$ cat src/rtl/vga_fb_pkg.sv
// Shared types and defaults for the frame buffer write-side scheduler.
//
// Contents:
//   px_code_t     : 6-bit colour code
//   fb_coord_t    : 8-bit frame buffer coordinate
//   fb_wr_state_t : write scheduler states (IDLE, RUN, DONE)
//   px_entry_t    : one FIFO entry {sof, code}
//   FB_W_DEF / FB_H_DEF : default frame geometry (256 x 240)
package vga_fb_pkg;

  typedef logic [5:0] px_code_t;
  typedef logic [7:0] fb_coord_t;

  typedef enum logic [1:0] {
    IDLE,
    RUN,
    DONE
  } fb_wr_state_t;

  typedef struct packed {
    logic     sof;
    px_code_t code;
  } px_entry_t;

  localparam int FB_W_DEF = 256;
  localparam int FB_H_DEF = 240;

endpackage

$ cat src/rtl/vga_fb_wr_ctl_if.sv
// Pixel stream + frame buffer write port bundle for vga_fb_wr_ctl.
//
// Signals:
//   px_valid, px_code, px_sof : PPU pixel stream (source -> scheduler)
//   px_ready                  : scheduler can accept a pixel
//   wr_gnt                    : frame buffer write port available this cycle
//   ppu_ptr_x, ppu_ptr_y      : write column / row
//   ppu_DI                    : write data
//   CS                        : write strobe, one cycle per written pixel
//
// Modports:
//   master : the PPU / frame buffer side
//   slave  : the write scheduler
interface vga_fb_wr_ctl_if;
  import vga_fb_pkg::*;

  logic      px_valid;
  logic      px_ready;
  px_code_t  px_code;
  logic      px_sof;
  logic      wr_gnt;
  fb_coord_t ppu_ptr_x;
  fb_coord_t ppu_ptr_y;
  px_code_t  ppu_DI;
  logic      CS;

  modport master (
    output px_valid, px_code, px_sof, wr_gnt,
    input  px_ready, ppu_ptr_x, ppu_ptr_y, ppu_DI, CS
  );

  modport slave (
    input  px_valid, px_code, px_sof, wr_gnt,
    output px_ready, ppu_ptr_x, ppu_ptr_y, ppu_DI, CS
  );

endinterface

$ cat src/rtl/vga_fb_px_fifo.sv
// Synchronous pixel FIFO, DEPTH entries of W bits, registered storage.
// Data pushed at edge k is visible at dout after edge k (no fall-through).
//
// Ports:
//   clk, rst    : clock, synchronous active-high reset
//   push, din   : write request and data (ignored when full unless popping)
//   pop, dout   : read request and head-of-queue data
//   full, empty : occupancy flags, decoded from registered count
module vga_fb_px_fifo #(
  parameter int DEPTH = 4,
  parameter int W     = 7
) (
  input  logic         clk,
  input  logic         rst,
  input  logic         push,
  input  logic [W-1:0] din,
  input  logic         pop,
  output logic [W-1:0] dout,
  output logic         full,
  output logic         empty
);

  localparam int AW = $clog2(DEPTH);

  logic [W-1:0]  mem [DEPTH];
  logic [AW-1:0] wr_ptr;
  logic [AW-1:0] rd_ptr;
  logic [AW:0]   count;
  logic          do_push;
  logic          do_pop;

  assign full    = (count == (AW+1)'(DEPTH));
  assign empty   = (count == '0);
  assign do_pop  = pop && !empty;
  assign do_push = push && (!full || do_pop);
  assign dout    = mem[rd_ptr];

  // NOTE: storage has no reset; only pointers/count are reset, which is
  // enough to make stale entries unreachable and keeps the array a plain RAM.
  always_ff @(posedge clk) begin
    if (do_push) mem[wr_ptr] <= din;
  end

  always_ff @(posedge clk) begin
    if (rst) begin
      wr_ptr <= '0;
      rd_ptr <= '0;
      count  <= '0;
    end else begin
      if (do_push) wr_ptr <= wr_ptr + 1'b1;
      if (do_pop)  rd_ptr <= rd_ptr + 1'b1;
      case ({do_push, do_pop})
        2'b10:   count <= count + 1'b1;
        2'b01:   count <= count - 1'b1;
        default: count <= count;
      endcase
    end
  end

endmodule

$ cat src/rtl/vga_fb_wr_ctl.sv
// Frame buffer write-side scheduler. Buffers the PPU raster pixel stream in
// a small FIFO and issues one write cycle (CS + coordinates + data) per
// pixel in cycles where the write port is granted. Tracks frame boundaries
// and raises a sticky sync_err on stream desynchronisation.
//
// Optional build macro: VGA_FB_DBUF_EN
//   defined   : double buffering; DONE waits for vga_vblank, then toggles
//               fb_bank and pulses frame_done on the same edge.
//   undefined : fb_bank tied 0, vga_vblank ignored, DONE lasts one cycle.
//
// Ports:
//   clk, rst   : write-domain clock, synchronous active-high reset
//   bus        : pixel stream + write port (vga_fb_wr_ctl_if.slave)
//   frame_done : one-cycle pulse after the last pixel of a frame is written
//   sync_err   : sticky desync flag, cleared only by rst
//   busy       : state != IDLE or FIFO non-empty
//   vga_vblank : VGA vertical blank level (double-buffer build only)
//   fb_bank    : active write bank
module vga_fb_wr_ctl
  import vga_fb_pkg::*;
#(
  parameter int DEPTH = 4,
  parameter int FB_W  = FB_W_DEF,
  parameter int FB_H  = FB_H_DEF
) (
  input  logic                  clk,
  input  logic                  rst,
  vga_fb_wr_ctl_if.slave        bus,
  output logic                  frame_done,
  output logic                  sync_err,
  output logic                  busy,
  input  logic                  vga_vblank,
  output logic                  fb_bank
);

  localparam fb_coord_t X_MAX = fb_coord_t'(FB_W - 1);
  localparam fb_coord_t Y_MAX = fb_coord_t'(FB_H - 1);

  fb_wr_state_t state, state_nx;
  fb_coord_t    x, y, x_nx, y_nx;
  fb_coord_t    wr_x, wr_y;
  px_entry_t    head, in_entry;
  logic         full, empty, pop;
  logic         ready_en;
  logic         cs_nx, done_nx, set_err;

`ifdef VGA_FB_DBUF_EN
  logic swap_pend;
`endif

  assign in_entry = '{sof: bus.px_sof, code: bus.px_code};

  // Derived from registers only: ready_en holds it low through reset and
  // releases it on the first edge after rst falls.
  assign bus.px_ready = ready_en && !full;
  assign busy         = (state != IDLE) || !empty;

  vga_fb_px_fifo #(
    .DEPTH (DEPTH),
    .W     ($bits(px_entry_t))
  ) u_fifo (
    .clk   (clk),
    .rst   (rst),
    .push  (bus.px_valid && bus.px_ready),
    .din   (in_entry),
    .pop   (pop),
    .dout  (head),
    .full  (full),
    .empty (empty)
  );

  // NOTE: every signal driven here gets a default first, so no path leaves
  // one unassigned and no latch is inferred.
  always_comb begin
    state_nx = state;
    x_nx     = x;
    y_nx     = y;
    wr_x     = x;
    wr_y     = y;
    pop      = 1'b0;
    cs_nx    = 1'b0;
    done_nx  = 1'b0;
    set_err  = 1'b0;

    case (state)
      IDLE: begin
        if (!empty && bus.wr_gnt) begin
          pop = 1'b1;
          if (head.sof) begin
            cs_nx    = 1'b1;
            wr_x     = '0;
            wr_y     = '0;
            x_nx     = fb_coord_t'(1);
            y_nx     = '0;
            state_nx = RUN;
          end else begin
            // Mid-frame pixel with no frame start seen: drop it.
            set_err = 1'b1;
          end
        end
      end

      RUN: begin
        if (y > Y_MAX) begin
          state_nx = IDLE;
          set_err  = 1'b1;
        end else if (!empty && bus.wr_gnt) begin
          pop   = 1'b1;
          cs_nx = 1'b1;
          if (head.sof) begin
            // Short frame: restart at the origin, no frame_done.
            wr_x    = '0;
            wr_y    = '0;
            x_nx    = fb_coord_t'(1);
            y_nx    = '0;
            set_err = 1'b1;
          end else if (x == X_MAX) begin
            x_nx = '0;
            if (y == Y_MAX) state_nx = DONE;
            else            y_nx = y + 1'b1;
          end else begin
            x_nx = x + 1'b1;
          end
        end
      end

      DONE: begin
`ifdef VGA_FB_DBUF_EN
        if (swap_pend && vga_vblank) begin
          state_nx = IDLE;
          done_nx  = 1'b1;
        end
`else
        state_nx = IDLE;
        done_nx  = 1'b1;
`endif
      end

      default: state_nx = IDLE;
    endcase
  end

  // NOTE: sequential state uses non-blocking assignments so every flop
  // samples the pre-edge values regardless of statement order.
  always_ff @(posedge clk) begin
    if (rst) begin
      state         <= IDLE;
      x             <= '0;
      y             <= '0;
      bus.CS        <= 1'b0;
      bus.ppu_ptr_x <= '0;
      bus.ppu_ptr_y <= '0;
      bus.ppu_DI    <= '0;
      frame_done    <= 1'b0;
      sync_err      <= 1'b0;
      ready_en      <= 1'b0;
    end else begin
      state      <= state_nx;
      x          <= x_nx;
      y          <= y_nx;
      bus.CS     <= cs_nx;
      frame_done <= done_nx;
      ready_en   <= 1'b1;
      if (cs_nx) begin
        bus.ppu_ptr_x <= wr_x;
        bus.ppu_ptr_y <= wr_y;
        bus.ppu_DI    <= head.code;
      end
      if (set_err) sync_err <= 1'b1;
    end
  end

`ifdef VGA_FB_DBUF_EN
  always_ff @(posedge clk) begin
    if (rst) begin
      swap_pend <= 1'b0;
      fb_bank   <= 1'b0;
    end else if (state != DONE && state_nx == DONE) begin
      swap_pend <= 1'b1;
    end else if (done_nx) begin
      swap_pend <= 1'b0;
      fb_bank   <= ~fb_bank;
    end
  end
`else
  logic unused_vblank;
  assign unused_vblank = vga_vblank;
  assign fb_bank       = 1'b0;
`endif

endmodule
$ cat src/flat_wrapper.sv
// flat-port wrapper written by rule: the top's interface ports become plain ports
module vga_fb_wr_ctl_flat import vga_fb_pkg::*;
#(
  parameter int DEPTH = 4,
  parameter int FB_W  = FB_W_DEF,
  parameter int FB_H  = FB_H_DEF
)
  (clk, rst, frame_done, sync_err, busy, vga_vblank, fb_bank, bus_px_valid, bus_px_code, bus_px_sof, bus_wr_gnt, bus_px_ready, bus_ppu_ptr_x, bus_ppu_ptr_y, bus_ppu_DI, bus_CS);
  vga_fb_wr_ctl_if bus_i ();
  input  logic clk;
  input  logic rst;
  output logic frame_done;
  output logic sync_err;
  output logic busy;
  input  logic vga_vblank;
  output logic fb_bank;
  input wire logic [$bits(bus_i.px_valid)-1:0] bus_px_valid;
  input wire logic [$bits(bus_i.px_code)-1:0] bus_px_code;
  input wire logic [$bits(bus_i.px_sof)-1:0] bus_px_sof;
  input wire logic [$bits(bus_i.wr_gnt)-1:0] bus_wr_gnt;
  output wire logic [$bits(bus_i.px_ready)-1:0] bus_px_ready;
  output wire logic [$bits(bus_i.ppu_ptr_x)-1:0] bus_ppu_ptr_x;
  output wire logic [$bits(bus_i.ppu_ptr_y)-1:0] bus_ppu_ptr_y;
  output wire logic [$bits(bus_i.ppu_DI)-1:0] bus_ppu_DI;
  output wire logic [$bits(bus_i.CS)-1:0] bus_CS;
  assign bus_i.px_valid = bus_px_valid;
  assign bus_i.px_code = bus_px_code;
  assign bus_i.px_sof = bus_px_sof;
  assign bus_i.wr_gnt = bus_wr_gnt;
  assign bus_px_ready = bus_i.px_ready;
  assign bus_ppu_ptr_x = bus_i.ppu_ptr_x;
  assign bus_ppu_ptr_y = bus_i.ppu_ptr_y;
  assign bus_ppu_DI = bus_i.ppu_DI;
  assign bus_CS = bus_i.CS;
  vga_fb_wr_ctl #(.DEPTH(DEPTH), .FB_W(FB_W), .FB_H(FB_H)) u_core (.clk(clk), .rst(rst), .bus(bus_i), .frame_done(frame_done), .sync_err(sync_err), .busy(busy), .vga_vblank(vga_vblank), .fb_bank(fb_bank));
endmodule
$ cat config.mk
export PLATFORM = sky130hd
export DESIGN_NAME = vga_fb_wr_ctl_flat
export DESIGN_NICKNAME = d
export VERILOG_FILES = /design/src/rtl/vga_fb_pkg.sv /design/src/rtl/vga_fb_wr_ctl_if.sv /design/src/rtl/vga_fb_px_fifo.sv /design/src/rtl/vga_fb_wr_ctl.sv /design/src/flat_wrapper.sv
export SDC_FILE = /design/constraint.sdc
export NUM_CORES = 1
export LEC_CHECK = 0
export CAP_MARGIN = 20
export CORE_ASPECT_RATIO = 1.4
export CORE_MARGIN = 8
export CORE_UTILIZATION = 48
export CTS_BUF_LIST = sky130_fd_sc_hd__clkbuf_2
export DETAILED_ROUTE_END_ITERATION = 7
export PLACE_DENSITY = 0.75
export REMOVE_ABC_BUFFERS = 1
export SLEW_MARGIN = 20
export SYNTH_ARGS = -nofsm -noshare
export SYNTH_HDL_FRONTEND = slang
export SYNTH_SLANG_ARGS = --single-unit
export TNS_END_PERCENT = 10
$ cat constraint.sdc
create_clock -name clk -period 3.5 [get_ports clk]
set_input_delay 0.35 -clock clk [delete_from_list [all_inputs] [get_ports clk]]
set_output_delay 0.35 -clock clk [all_outputs]
set_load 0.02 [all_outputs]
======== Word-level counts from Yosys, hierarchy flattened ========
Memories as Yosys holds them, arrays and structs flattened. A register that Yosys moved wholly into a read port is not among the register bits.
Index checks and enable logic that the tools add are counted.
Widths: inputs -> output; s select.
storage, ports and cells
  RAM bits ................................ 28
  logic and storage cells ................. 101
  output and inout bits ................... 28
  memories kept ........................... 1
  register bits ........................... 51
  input port bits ......................... 12
memory list
  name               words  width  read ports  clocked after memory_dff  write ports  line                  text
  u_core.u_fifo.mem  4      7      1           1                         1            vga_fb_px_fifo.sv:25  logic [W-1:0] mem [DEPTH];
cells by class
  magnitude comparators ................... 1
  equality and inequality tests ........... 17
  $add $sub $neg .......................... 6
  reductions and logical operators ........ 17
  multiplexer cells ....................... 46
operator list
  cell                 number
  $mux 8               17
  $pmux 8 s2           4
  $mux 2               9
  $add 8x1->8 const B  2
  $eq 8x8->1 const B   2
  $ne 3x1->1 const B   4
  $mux 1               11
  $reduce_and 5->1     2
  $gt 8x8->1 const B   1
  $ne 2x1->1 const B   3
  $pmux 1 s2           3
  $pmux 3 s2           1
  $reduce_and 6->1     1
  $reduce_bool 2->1    3
  $logic_and 1x1->1    5
  $add 2x1->2 const B  2
  $eq 2x1->1 const B   2
  $eq 2x2->1 const B   2
  $pmux 2 s2           1
  $add 3x1->3 const B  1
  $eq 3x3->1 const B   1
  $logic_not 3->1      1
  $ne 3x2->1 const B   1
  $ne 3x3->1 const B   1
  5 further kinds      7

======== Depth between registers and ports, before layout ========
Gate-level depths: netlist of run 1.
  word-level depth ........................ 11
  depth in mapped cells ................... 10
  depth with buffers taken out ............ 10

======== Cells and area by module ========
A second synthesis of run 1 with hierarchy kept.
second synthesis, totals
  cell total of the unflattened synthesis .. 298
  area total of the unflattened synthesis .. 3390.8 µm²
modules (own cells, without submodules)
  module          cells an instance  area an instance (µm²)  seq. area each (µm²)  instances
  vga_fb_wr_ctl   207                1888.1                  880.8                 1
  vga_fb_px_fifo  91                 1502.7                  1021.0                1

======== Least setup slack after synthesis of run 1 ========
OpenSTA, ideal clock, no wires.
  kind .................................... register to register
  from .................................... register u_core.y[7]
  to ...................................... register u_core.u_fifo.count[2]
  buffers on the path ..................... 0
  arrival ................................. 2519 ps
  library setup time ...................... 70 ps
  clock period less this slack ............ 2589 ps
  slack ................................... 911 ps
  cell stages (with the launch flop) ...... 9
  required time ........................... 3430 ps
  cells stage by stage .................... dfxtp_1 -> and4_1 -> a2111oi_0 -> ha_1 -> inv_1 -> fa_1 -> xor2_1 -> or3_1 -> a21oi_1
between the ends
  cells in the longest elaborated chain, start to end .. 8
  elaborated cells on any way between the ends .. 10
  classes of those cells .................. order compare: 1; eq/ne: 2; mux: 3; reduce/logical: 4
ends and longest elaborated chain
  item                                                    line                  text
  start, declared                                         vga_fb_wr_ctl.sv:40   fb_coord_t x, y, x_nx, y_nx;
  start signal, assigned                                  vga_fb_wr_ctl.sv:160  y <= y_nx;
  $gt 8x8->1 (*)                                          vga_fb_wr_ctl.sv:104  if (y > Y_MAX) begin
  $mux 1 (*)                                              vga_fb_wr_ctl.sv:104
  $pmux 1 s2 (*)                                          vga_fb_wr_ctl.sv:85   case (state)
  $logic_and 1x1->1 (*)                                   vga_fb_px_fifo.sv:34  assign do_pop = pop && !empty;
  named net u_core.u_fifo.do_pop                          vga_fb_px_fifo.sv:30  logic do_pop;
  $logic_or 1x1->1                                        vga_fb_px_fifo.sv:35  assign do_push = push && (!full || do_pop);
  $logic_and 1x1->1                                       vga_fb_px_fifo.sv:35
  $eq 2x1->1 / $eq 2x2->1 (equally long branches)         vga_fb_px_fifo.sv:52  case ({do_push, do_pop})
  $pmux 3 s2 / $reduce_bool 2->1 (equally long branches)  -
  end signal, assigned                                    vga_fb_px_fifo.sv:53  2'b10: count <= count + 1'b1;
  end signal, assigned                                    vga_fb_px_fifo.sv:54  2'b01: count <= count - 1'b1;
  end signal, assigned                                    vga_fb_px_fifo.sv:55  default: count <= count;
  end, declared                                           vga_fb_px_fifo.sv:28  logic [AW:0] count;
Mark *: on every way through the listed nets, which the timed path passes. The rest lies on a longest branch.
A chain may end at the register's enable or synchronous reset.

==> results_dict.tcl, run 1 <==
set metrics [dict create \
    clock_group_share_of_total_power_pct 24.5 \
    timing_hold_violations_final 0 \
    postCtsSetupBuffers 0 \
    n_antenna_cell 0 \
    worst_setup_skew_after_layout_ns 0.01801 \
    finalCritPeriodShare_pct 74.38 \
    leakage_nw 1.384 \
    total_die_area_um2 10060 \
    postCtsResizedCells 0 \
    power.ir.vdd_worst_mv 0.3678 \
    detailedRoute.firstPassIterationCount 4 \
    maxCapViolations 0 \
    final_layout_size_suffix_gt1_share_pct 8.499 \
    tritoncts "done" \
    finalWorstPathRequiredPeriod_ns 2.603 \
    grt_first_pass_wirelength_um 10870 \
    clock_tree.buffer_depth 2 \
    cts.hold.buffers_added 0 \
    outcome "complete, no violations" \
    floorplan.rows 36 \
    yosys.cell_count.top_type "sky130_fd_sc_hd__dfxtp_1" \
    cp_max_fo 27 \
    post_synth_instance_area_um2 3396 \
    vias_per_inst 5.344 \
    drt-wirelength-per-cell_um 14.73 \
    dpl_cell_area_um2 3834 \
    clockRootBuffer "sky130_fd_sc_hd__clkbuf_2" \
    hold_path_class "in2reg" \
    synth.ff_latch_count 81 \
    power_frac_comb_pct 24.7 \
    critPathLaunchType "register" \
    seq_power_share_pct 50.7 \
    power_switching_share_pct 31.00 \
    slowest_stage_delay_on_critical_path_ns 0.65 \
    timing.critical_path.arrival_ns 3.06 \
    post_synth_main_area_contributors "sky130_fd_sc_hd__dfxtp_1 31%, sky130_fd_sc_hd__edfxtp_1 25%, sky130_fd_sc_hd__mux4_1 4.6%" \
    first_global_vias 2384 \
    critical-path-top-delay-family "multiplexers" \
    placed_cells 432 \
    ys_dominant_reg_cell "sky130_fd_sc_hd__dfxtp_1" \
    master_of_the_slowest_instance_on_the_critical_path "sky130_fd_sc_hd__mux4_2" \
    htreeDepth 3 \
    design.portCount 40 \
    drt_wl_total_um 6599 \
    placement.io_buffers 37 \
    synth-seq-area-share_pct 56.01 \
    worst_reg_to_reg_setup_slack_ns 0.90 \
    detailroute.via_count 2394 \
    grt_antenna_before_repair 0 \
    finalPower_mw 2.208 \
    track_usage_pct 13.91 \
    worst_slew_margin_rel_pct 53.79 \
    ff_latch_area_um2 1902 \
    setup_viols_final 0 \
    pin_count_of_the_biggest_net_entering_global_routing 29 \
    gp_congestion 0.8289 \
    cp-end-kind "register" \
    cts_inserted_buffers 9 \
    synth_edf_count 28 \
    fin_nets 368 \
    layout.cell_area.non_filler_um2 3964 \
    syn_to_final_growth_pct 16.73 \
    cp.required_ns 3.95 \
    post-route-drc-count 0 \
    hpwl_um 4624 \
    stdcell_count 448 \
    netlist.top_cell.by_area "sky130_fd_sc_hd__dfxtp_1" \
    power_switching_mw 0.6846 \
    synth_cell_count_leaders "53 x sky130_fd_sc_hd__dfxtp_1, 36 x sky130_fd_sc_hd__nand2_1, 31 x sky130_fd_sc_hd__a21oi_1" \
    cts_sinks 81 \
    report.final.slew_viol_count 0 \
    detailedRoute.firstIterationViolations 144 \
    y_dimension_of_the_die_um 115.5 \
    synth_warnings 0 \
    core_area_um2 6892 \
    final.fill_count 615 \
    critPathKind "reg2reg" \
    setup-tns-final_ns 0 \
    start_util_pct 49.27 \
    synth.avg_cell_area_um2 10.92 \
    yosys_cell_types 50 \
    grt-ovfl-total 0 \
    clock_latency_ns 0.50 \
    final_antenna_net_count 0 \
    synth-async-reset-ratio_pct 0 \
    cp_num_buf_inv 0 \
    critical_path.cell_chain "mux4_2 -> mux2_2 -> nand2_2 -> o21ai_0 -> nor2_1" \
    setup_repair_after_global_routing_missed_its_margin "false" \
    timing.fmax_mhz 384.1 \
    die_w_um 87.09 \
    multiInputGateArea_um2 1373 \
    clkTransAtPathRegs_ns 0.20 \
    netlist_instances 311 \
    yosys.area.top_type_share_pct 31.25 \
    worst_slew_pin_slew_ns 0.6913 \
    cellInternalPower_mw 1.524 \
    power_per_cell_area_nw_per_um2 557.1 \
]
## stage by stage
step | hold slack, ns | utilization (%) | setup WS, ns
after detailed placement | 0.4431 | 55.63 | 0.6731
after global placement | 0.4399 | 55.63 | 0.7107
after floorplan | 0.4191 | - | 0.9114
after global routing | 0.4200 | 57.52 | 0.6777
after CTS | 0.4122 | 57.50 | 0.6596
final | 0.4543 | 57.52 | 0.8966
## final timing paths
path | start | to | cells past startpoint
hold / removal | bus_px_code[0] | u_core.u_fifo.mem[3][0]$_DFFE_PP_ | 1
hold reg to reg | u_core.bus.ppu_ptr_x[5]$_SDFFE_PP0P_ | u_core.bus.ppu_ptr_x[5]$_SDFFE_PP0P_ | 2
setup reg to reg | register | u_core.x[3]$_SDFFE_PP0P_ | 5
setup / recovery | register | u_core.x[3]$_SDFFE_PP0P_ | 5
## worst reg2reg max path, stage by stage, from the launching register on
cell	delay (ns)
sky130_fd_sc_hd__dfxtp_1	0.64
sky130_fd_sc_hd__mux4_2	0.66
sky130_fd_sc_hd__mux2_2	0.35
sky130_fd_sc_hd__nand2_2	0.41
sky130_fd_sc_hd__o21ai_0	0.35
sky130_fd_sc_hd__nor2_1	0.17
## metal layers
metal / wire, µm / track usage [%]
met1: 2775 / 14.42
met2: 3415 / 25.14
met3: 317 / 2.839
met4: 91 / 8.189
met5: 0 / 0
## placed cells by master (no fill, tap or decap), types with 6 or more instances in the layout
master	count
sky130_fd_sc_hd__nand2_1	36
sky130_fd_sc_hd__nor2_1	19
sky130_fd_sc_hd__edfxtp_1	28
sky130_fd_sc_hd__clkbuf_2	12
sky130_fd_sc_hd__and3_1	8
sky130_fd_sc_hd__nand4_1	6
sky130_fd_sc_hd__clkdlybuf4s50_1	37
sky130_fd_sc_hd__ha_1	7
sky130_fd_sc_hd__dfxtp_1	53
sky130_fd_sc_hd__a21oi_1	31
sky130_fd_sc_hd__xor2_1	8
sky130_fd_sc_hd__nand3_1	24
sky130_fd_sc_hd__inv_1	11
sky130_fd_sc_hd__mux4_1	6
## state kept, by name, summed over array words and instances (netlist names), 2 cells and up, named ones only
name / flops
u_core.bus.ppu_DI: 6
u_core.bus.ppu_ptr_x: 8
u_core.bus.ppu_ptr_y: 8
u_core.state: 2
u_core.u_fifo.count: 3
u_core.u_fifo.mem: 28
u_core.u_fifo.rd_ptr: 2
u_core.u_fifo.wr_ptr: 2
u_core.x: 8
u_core.y: 8
## power by group through the flow
stage	registers (mW)	clock network, mW	logic, mW
3_5_place_dp	1.14	0	0.548
4_1_cts	1.12	0.557	0.552
6_report	1.12	0.542	0.546
3_3_place_gp	1.14	0	0.534
2_1_floorplan	1.14	0	0.341
5_1_grt	1.13	0.584	0.606
## layout make-up
class	count	area share [%]
repair buffers	41	10.10
clock buffers	12	1.515
well taps	95	2.999
multi-input cells	204	34.63
clock inverters	4	1.736
inverters	11	1.042
flip-flops and latches	81	47.98
## cells by family after synthesis
group | share of synthesized area [%]
compound gates | 10.91
xor+xnor | 2.579
fa+ha+maj | 3.169
buf+inv | 3.611
flops | 56.01
mux | 5.969
other cells | 0.1104
simple gates | 17.65
(Power assumes the default switching activity.)
==> run 2, diff against run 1 <==
- clock period: 3.5 -> 2.57 ns (I/O delays scaled with it)
==> results_dict.tcl, run 2 (synthesized netlist as in run 1, its figures left out) <==
set metrics [dict create \
    outcome "complete, no violations" \
    cts_sinks 81 \
    final_layout_size_suffix_gt1_share_pct 13.48 \
    hold_path_class "in2reg" \
    fin_nets 386 \
    hpwl_um 5132 \
    worst_slew_margin_rel_pct 63.01 \
    htreeDepth 3 \
    detailedRoute.firstIterationViolations 155 \
    clockRootBuffer "sky130_fd_sc_hd__clkbuf_2" \
    floorplan.rows 36 \
    mostFrequentLayoutCell "sky130_fd_sc_hd__dfxtp_1" \
    cp-end-kind "output port" \
    layout.cell_area.non_filler_um2 4075 \
    finalCritPeriodShare_pct 95.00 \
    grt_antenna_before_repair 0 \
    critPathLaunchType "register" \
    placement.io_buffers 37 \
    maxCapViolations 0 \
    die_w_um 87.09 \
    drt-wirelength-per-cell_um 14.73 \
    crit-reg2reg-capture "u_core.u_fifo.count[2]$_SDFFE_PP0P_" \
    timing_hold_violations_final 0 \
    hold-worst-slack_ns 0.3097 \
    detailedRoute.firstPassIterationCount 4 \
    design.portCount 40 \
    start_util_pct 49.27 \
    setup_viols_final 0 \
    worst_r2r_path_depth 9 \
    worst_setup_skew_after_layout_ns 0.02162 \
    drt_wl_total_um 6862 \
    clkTransAtPathRegs_ns 0.23 \
    vias_per_inst 5.324 \
    worst_r2r_startpoint "u_core.y[7]$_SDFFE_PP0P_" \
    final_cell_mix "52 x sky130_fd_sc_hd__dfxtp_1, 37 x sky130_fd_sc_hd__clkdlybuf4s50_1, 36 x sky130_fd_sc_hd__nand2_1" \
    power_per_cell_area_nw_per_um2 718.4 \
    critPathKind "reg2out" \
    largest_register_ff_count 28 \
    power.ir.vdd_worst_mv 0.4236 \
    n_antenna_cell 0 \
    cp.required_ns 2.31 \
    syn_to_final_growth_pct 20.01 \
    y_dimension_of_the_die_um 115.5 \
    detailroute.via_count 2481 \
    registers.top_by_ff_count "u_core.u_fifo.mem" \
    tritoncts "done" \
    worst_reg_to_reg_setup_slack_ns 0.20 \
    gp_congestion 0.8527 \
    worst_slew_pin_slew_ns 0.5490 \
    total_die_area_um2 10060 \
    first_global_vias 2506 \
    final_antenna_net_count 0 \
    track_usage_pct 14.56 \
    setup_repair_after_global_routing_missed_its_margin "false" \
    report.final.slew_viol_count 0 \
    clock_latency_ns 0.53 \
    cts_inserted_buffers 9 \
    min_delay_worst_endpoint "u_core.u_fifo.mem[3][1]$_DFFE_PP_" \
    cp_max_fo 6 \
    dpl_cell_area_um2 3969 \
    timing.fmax_mhz 409.6 \
    pin_count_of_the_biggest_net_entering_global_routing 22 \
    grt-ovfl-total 0 \
    clock_tree.buffer_depth 2 \
    core_area_um2 6892 \
    finalWorstPathRequiredPeriod_ns 2.442 \
    final.fill_count 607 \
    leakage_nw 1.450 \
    hold_depth 1 \
    hold_start "bus_px_code[1]" \
    timing.critical_path.arrival_ns 2.18 \
    grt_first_pass_wirelength_um 11430 \
    post-route-drc-count 0 \
]
==> run 2: per-stage QoR <==
stage / total power, mW / std cells / utilization [%] / TNS, ns / worst slack [ns]
global placement: 2.336 / 450 / 57.59 / -0.03517 / -0.03517
floorplan: 2.020 / 296 / - / -0.01861 / -0.01861
finish: 2.928 / 466 / 59.13 / 0 / 0.1284
CTS: 2.948 / 466 / 59.02 / 0 / 0.05725
detailed placement: 2.358 / 450 / 57.59 / -0.06949 / -0.06949
global route: 3.101 / 466 / 59.13 / 0 / 0.006670
==> run 2: worst max-delay path, stage by stage (launching register included) <==
cell and delay (ns):
sky130_fd_sc_hd__dfxtp_1 0.40, sky130_fd_sc_hd__or3_1 0.39, sky130_fd_sc_hd__or3_1 0.32, sky130_fd_sc_hd__clkdlybuf4s50_1 0.55
==> run 2: worst max path at each step <==
| stage | startpoint | endpoint | slack, ns |
|---|---|---|---|
| global placement | bus_wr_gnt | u_core.u_fifo.count[2]$_SDFFE_PP0P_ | -0.04 |
| finish | u_core.u_fifo.count[2]$_SDFFE_PP0P_ | busy | 0.13 |
| global route | u_core.u_fifo.count[1]$_SDFFE_PP0P_ | bus_px_ready | 0.007 |
| detailed placement | bus_wr_gnt | u_core.u_fifo.count[2]$_SDFFE_PP0P_ | -0.07 |
| CTS | u_core.u_fifo.count[2]$_SDFFE_PP0P_ | busy | 0.06 |
| floorplan | u_core.y[7]$_SDFFE_PP0P_ | u_core.u_fifo.count[2]$_SDFFE_PP0P_ | -0.02 |
==> run 2: layer usage <==
layer / track usage, % / vias up / routed length [µm]
li1: - / 1243 / -
met1: 14.93 / 1175 / 2731
met2: 26.16 / 53 / 3689
met3: 4.329 / 10 / 286
met4: 7.151 / 0 / 155
met5: 0 / - / 0
==> run 2: final cells by class <==
class	instances	area, µm²	area share [%]
multi-input combinational	204	1378	33.80
clock inverter	7	53.80	1.320
sequential	81	1903	46.70
timing repair buffer	59	535.5	13.14
inverter	11	41.29	1.013
tap	95	118.9	2.917
clock buffer	9	45.04	1.105
==> run 2: power breakdown <==
group / internal (mW) / switching (mW) / leakage (nW)
clock: 0.133 / 0.460 / 0.0549
sequential: 1.42 / 0.0688 / 0.683
combinational: 0.375 / 0.468 / 0.712
total: 1.93 / 0.997 / 1.45
==> run 2: repair_timing <==
item / in CTS / in global routing
hold buffers: 0 / 0
setup buffers: 0 / 0
setup endpoints to repair: 0 / 2
resized for setup: 0 / 3
hold endpoints to repair: 0 / 0
==> run 3, diff against run 2 <==
- clock period: 2.57 -> 2.5 ns (I/O delays scaled with it)
==> results_dict.tcl, run 3 (synthesized netlist as in run 1, its figures left out) <==
set metrics [dict create \
    outcome "complete, no violations" \
    timing_hold_violations_final 0 \
    cp_num_buf_inv 2 \
    critical_path.cell_chain "and4_1 -> a2111oi_2 -> buf_4 -> ha_1 -> inv_1 -> fa_1 -> xor2_1 -> or3_1 -> a21oi_1" \
    timing.critical_path.arrival_ns 2.85 \
    drt-wirelength-per-cell_um 14.88 \
    grt-ovfl-total 0 \
    worst_reg_to_reg_setup_slack_ns 0.11 \
    timing.fmax_mhz 417.9 \
    worst_slew_margin_rel_pct 59.70 \
    die_w_um 87.09 \
    cts_inserted_buffers 9 \
    post-route-drc-count 0 \
    finish.utilization_pct 59.79 \
    critPathKind "reg2reg" \
    setup_viols_final 0 \
    detailedRoute.firstPassIterationCount 4 \
    post-place-ws_ns -0.1066 \
    setup-tns-final_ns 0 \
    track_usage_pct 14.81 \
    floorplan.rows 36 \
    total_die_area_um2 10060 \
    detailroute.via_count 2549 \
    power.ir.vdd_worst_mv 0.5968 \
    dpl_cell_area_um2 3989 \
    registers.top_by_ff_count "u_core.u_fifo.mem" \
    layout.cell_area.non_filler_um2 4120 \
    worst_r2r_startpoint "u_core.y[7]$_SDFFE_PP0P_" \
    htreeDepth 3 \
    final_cell_mix "52 x sky130_fd_sc_hd__dfxtp_1, 36 x sky130_fd_sc_hd__nand2_1, 36 x sky130_fd_sc_hd__clkdlybuf4s50_1" \
    crit-reg2reg-capture "u_core.u_fifo.count[2]$_SDFFE_PP0P_" \
    cts_sinks 81 \
    power_per_cell_area_nw_per_um2 761.2 \
    hold_path_class "in2reg" \
    n_antenna_cell 0 \
    post_route_setup_slack_ns 0.1070 \
    first_global_vias 2515 \
    hold_start "bus_px_code[1]" \
    hpwl_um 5117 \
    setup_repair_after_global_routing_missed_its_margin "true" \
    mostFrequentLayoutCell "sky130_fd_sc_hd__dfxtp_1" \
    vias_per_inst 5.458 \
    placed_cells 451 \
    clockRootBuffer "sky130_fd_sc_hd__clkbuf_2" \
    clkTransAtPathRegs_ns 0.24 \
    clock_latency_ns 0.54 \
    final_antenna_net_count 0 \
    leakage_nw 1.490 \
    critPathLaunchType "register" \
    grt_first_pass_wirelength_um 11630 \
    postCtsSetupBuffers 0 \
    finalCritPeriodShare_pct 95.72 \
    core_area_um2 6892 \
    grt_antenna_before_repair 0 \
    worst_slew_pin_slew_ns 0.5982 \
    cp.required_ns 2.96 \
    pin_count_of_the_biggest_net_entering_global_routing 23 \
    worst_r2r_path_depth 9 \
    report.final.slew_viol_count 0 \
    cp-end-kind "register" \
    master_of_the_slowest_instance_on_the_critical_path "sky130_fd_sc_hd__fa_1" \
    final_layout_size_suffix_gt1_share_pct 13.44 \
    hold_depth 1 \
    detailedRoute.firstIterationViolations 194 \
    design.portCount 40 \
    finalWorstPathRequiredPeriod_ns 2.393 \
    start_util_pct 49.27 \
    maxCapViolations 0 \
    clock_tree.buffer_depth 2 \
    stdcell_count 467 \
    fin_nets 387 \
    placement.io_buffers 37 \
    min_delay_worst_endpoint "u_core.u_fifo.mem[1][1]$_DFFE_PP_" \
    y_dimension_of_the_die_um 115.5 \
    syn_to_final_growth_pct 21.33 \
    cp_max_fo 2 \
    largest_register_ff_count 28 \
    gp_congestion 0.8702 \
    drt_wl_total_um 6948 \
    critical-path-top-delay-family "simple AND/OR/NAND/NOR gates" \
    worst_setup_skew_after_layout_ns 0.03320 \
    slowest_stage_delay_on_critical_path_ns 0.37 \
    tritoncts "done" \
    final.fill_count 602 \
]
run 3: cell types whose count changed in the layout (fill, tap and decap cells not counted), sizes merged:
cell           change
bufinv             +1
dlymetal6s2s       +1
clkinv             +1
clkinvlp           -2
clkdlybuf4s50      -1
buf                +1
run 3: repair_timing:
item	4_1_cts	5_1_grt
resized for setup	0	4
endpoints found under the setup margin	0	3
hold buffers	0	0
run 3: report_power, final:
part / leakage [nW] / internal [mW] / switching [mW]
combinational: 0.736 / 0.403 / 0.486
clock: 0.0705 / 0.239 / 0.477
sequential: 0.683 / 1.46 / 0.0701
total: 1.49 / 2.10 / 1.03
run 3: cell type report:
cell class                 count  area [µm²]  area share [%]
clock buffer                   9       45.04           1.093
clock inverter                 7       76.32           1.852
inverter                      11       41.29           1.002
multi-input combinational    204        1378           33.43
sequential                    81        1903           46.19
tap                           95       118.9           2.885
timing repair buffer          60       558.0           13.54
run 3: how the worst max path moves through the flow:
stage	slack, ns	end	startpoint	cells after the start
floorplan	-0.09	u_core.u_fifo.count[2]$_SDFFE_PP0P_	u_core.y[7]$_SDFFE_PP0P_	8
global placement	-0.07	u_core.u_fifo.count[2]$_SDFFE_PP0P_	bus_wr_gnt	10
detailed placement	-0.11	u_core.u_fifo.count[2]$_SDFFE_PP0P_	bus_wr_gnt	10
CTS	0.03	busy	u_core.u_fifo.count[2]$_SDFFE_PP0P_	3
global route	-0.01	u_core.u_fifo.count[2]$_SDFFE_PP0P_	u_core.y[7]$_SDFFE_PP0P_	9
finish	0.11	u_core.u_fifo.count[2]$_SDFFE_PP0P_	u_core.y[7]$_SDFFE_PP0P_	9
run 3: layer usage:
| layer | global-route usage [%] | vias to the layer above | part of all wire (%) |
|---|---|---|---|
| met4 | 8.304 | 0 | 2.8 |
| met3 | 3.833 | 18 | 4.4 |
| met5 | 0 | - | 0 |
| met1 | 14.92 | 1227 | 39 |
| met2 | 26.88 | 60 | 54 |
| li1 | - | 1244 | - |
run 3: per-stage QoR:
step                      hold WS, ns  total power, mW
after floorplan                0.3191            2.076
after global routing           0.2766            3.313
after CTS                      0.2771            3.165
final                          0.3033            3.136
after detailed placement       0.4429            2.450
after global placement         0.4398            2.425
run 3: worst reg2reg max path, delay by kind of cell (launching register included):
family	cells	cell delay, ns
xor gates and xnor gates	1	0.16
DFF	1	0.36
adders and majority gates	2	0.52
and+or+nand+nor	2	0.55
AOI/OAI and AO/OA	2	0.51
buffers and inverters	2	0.22
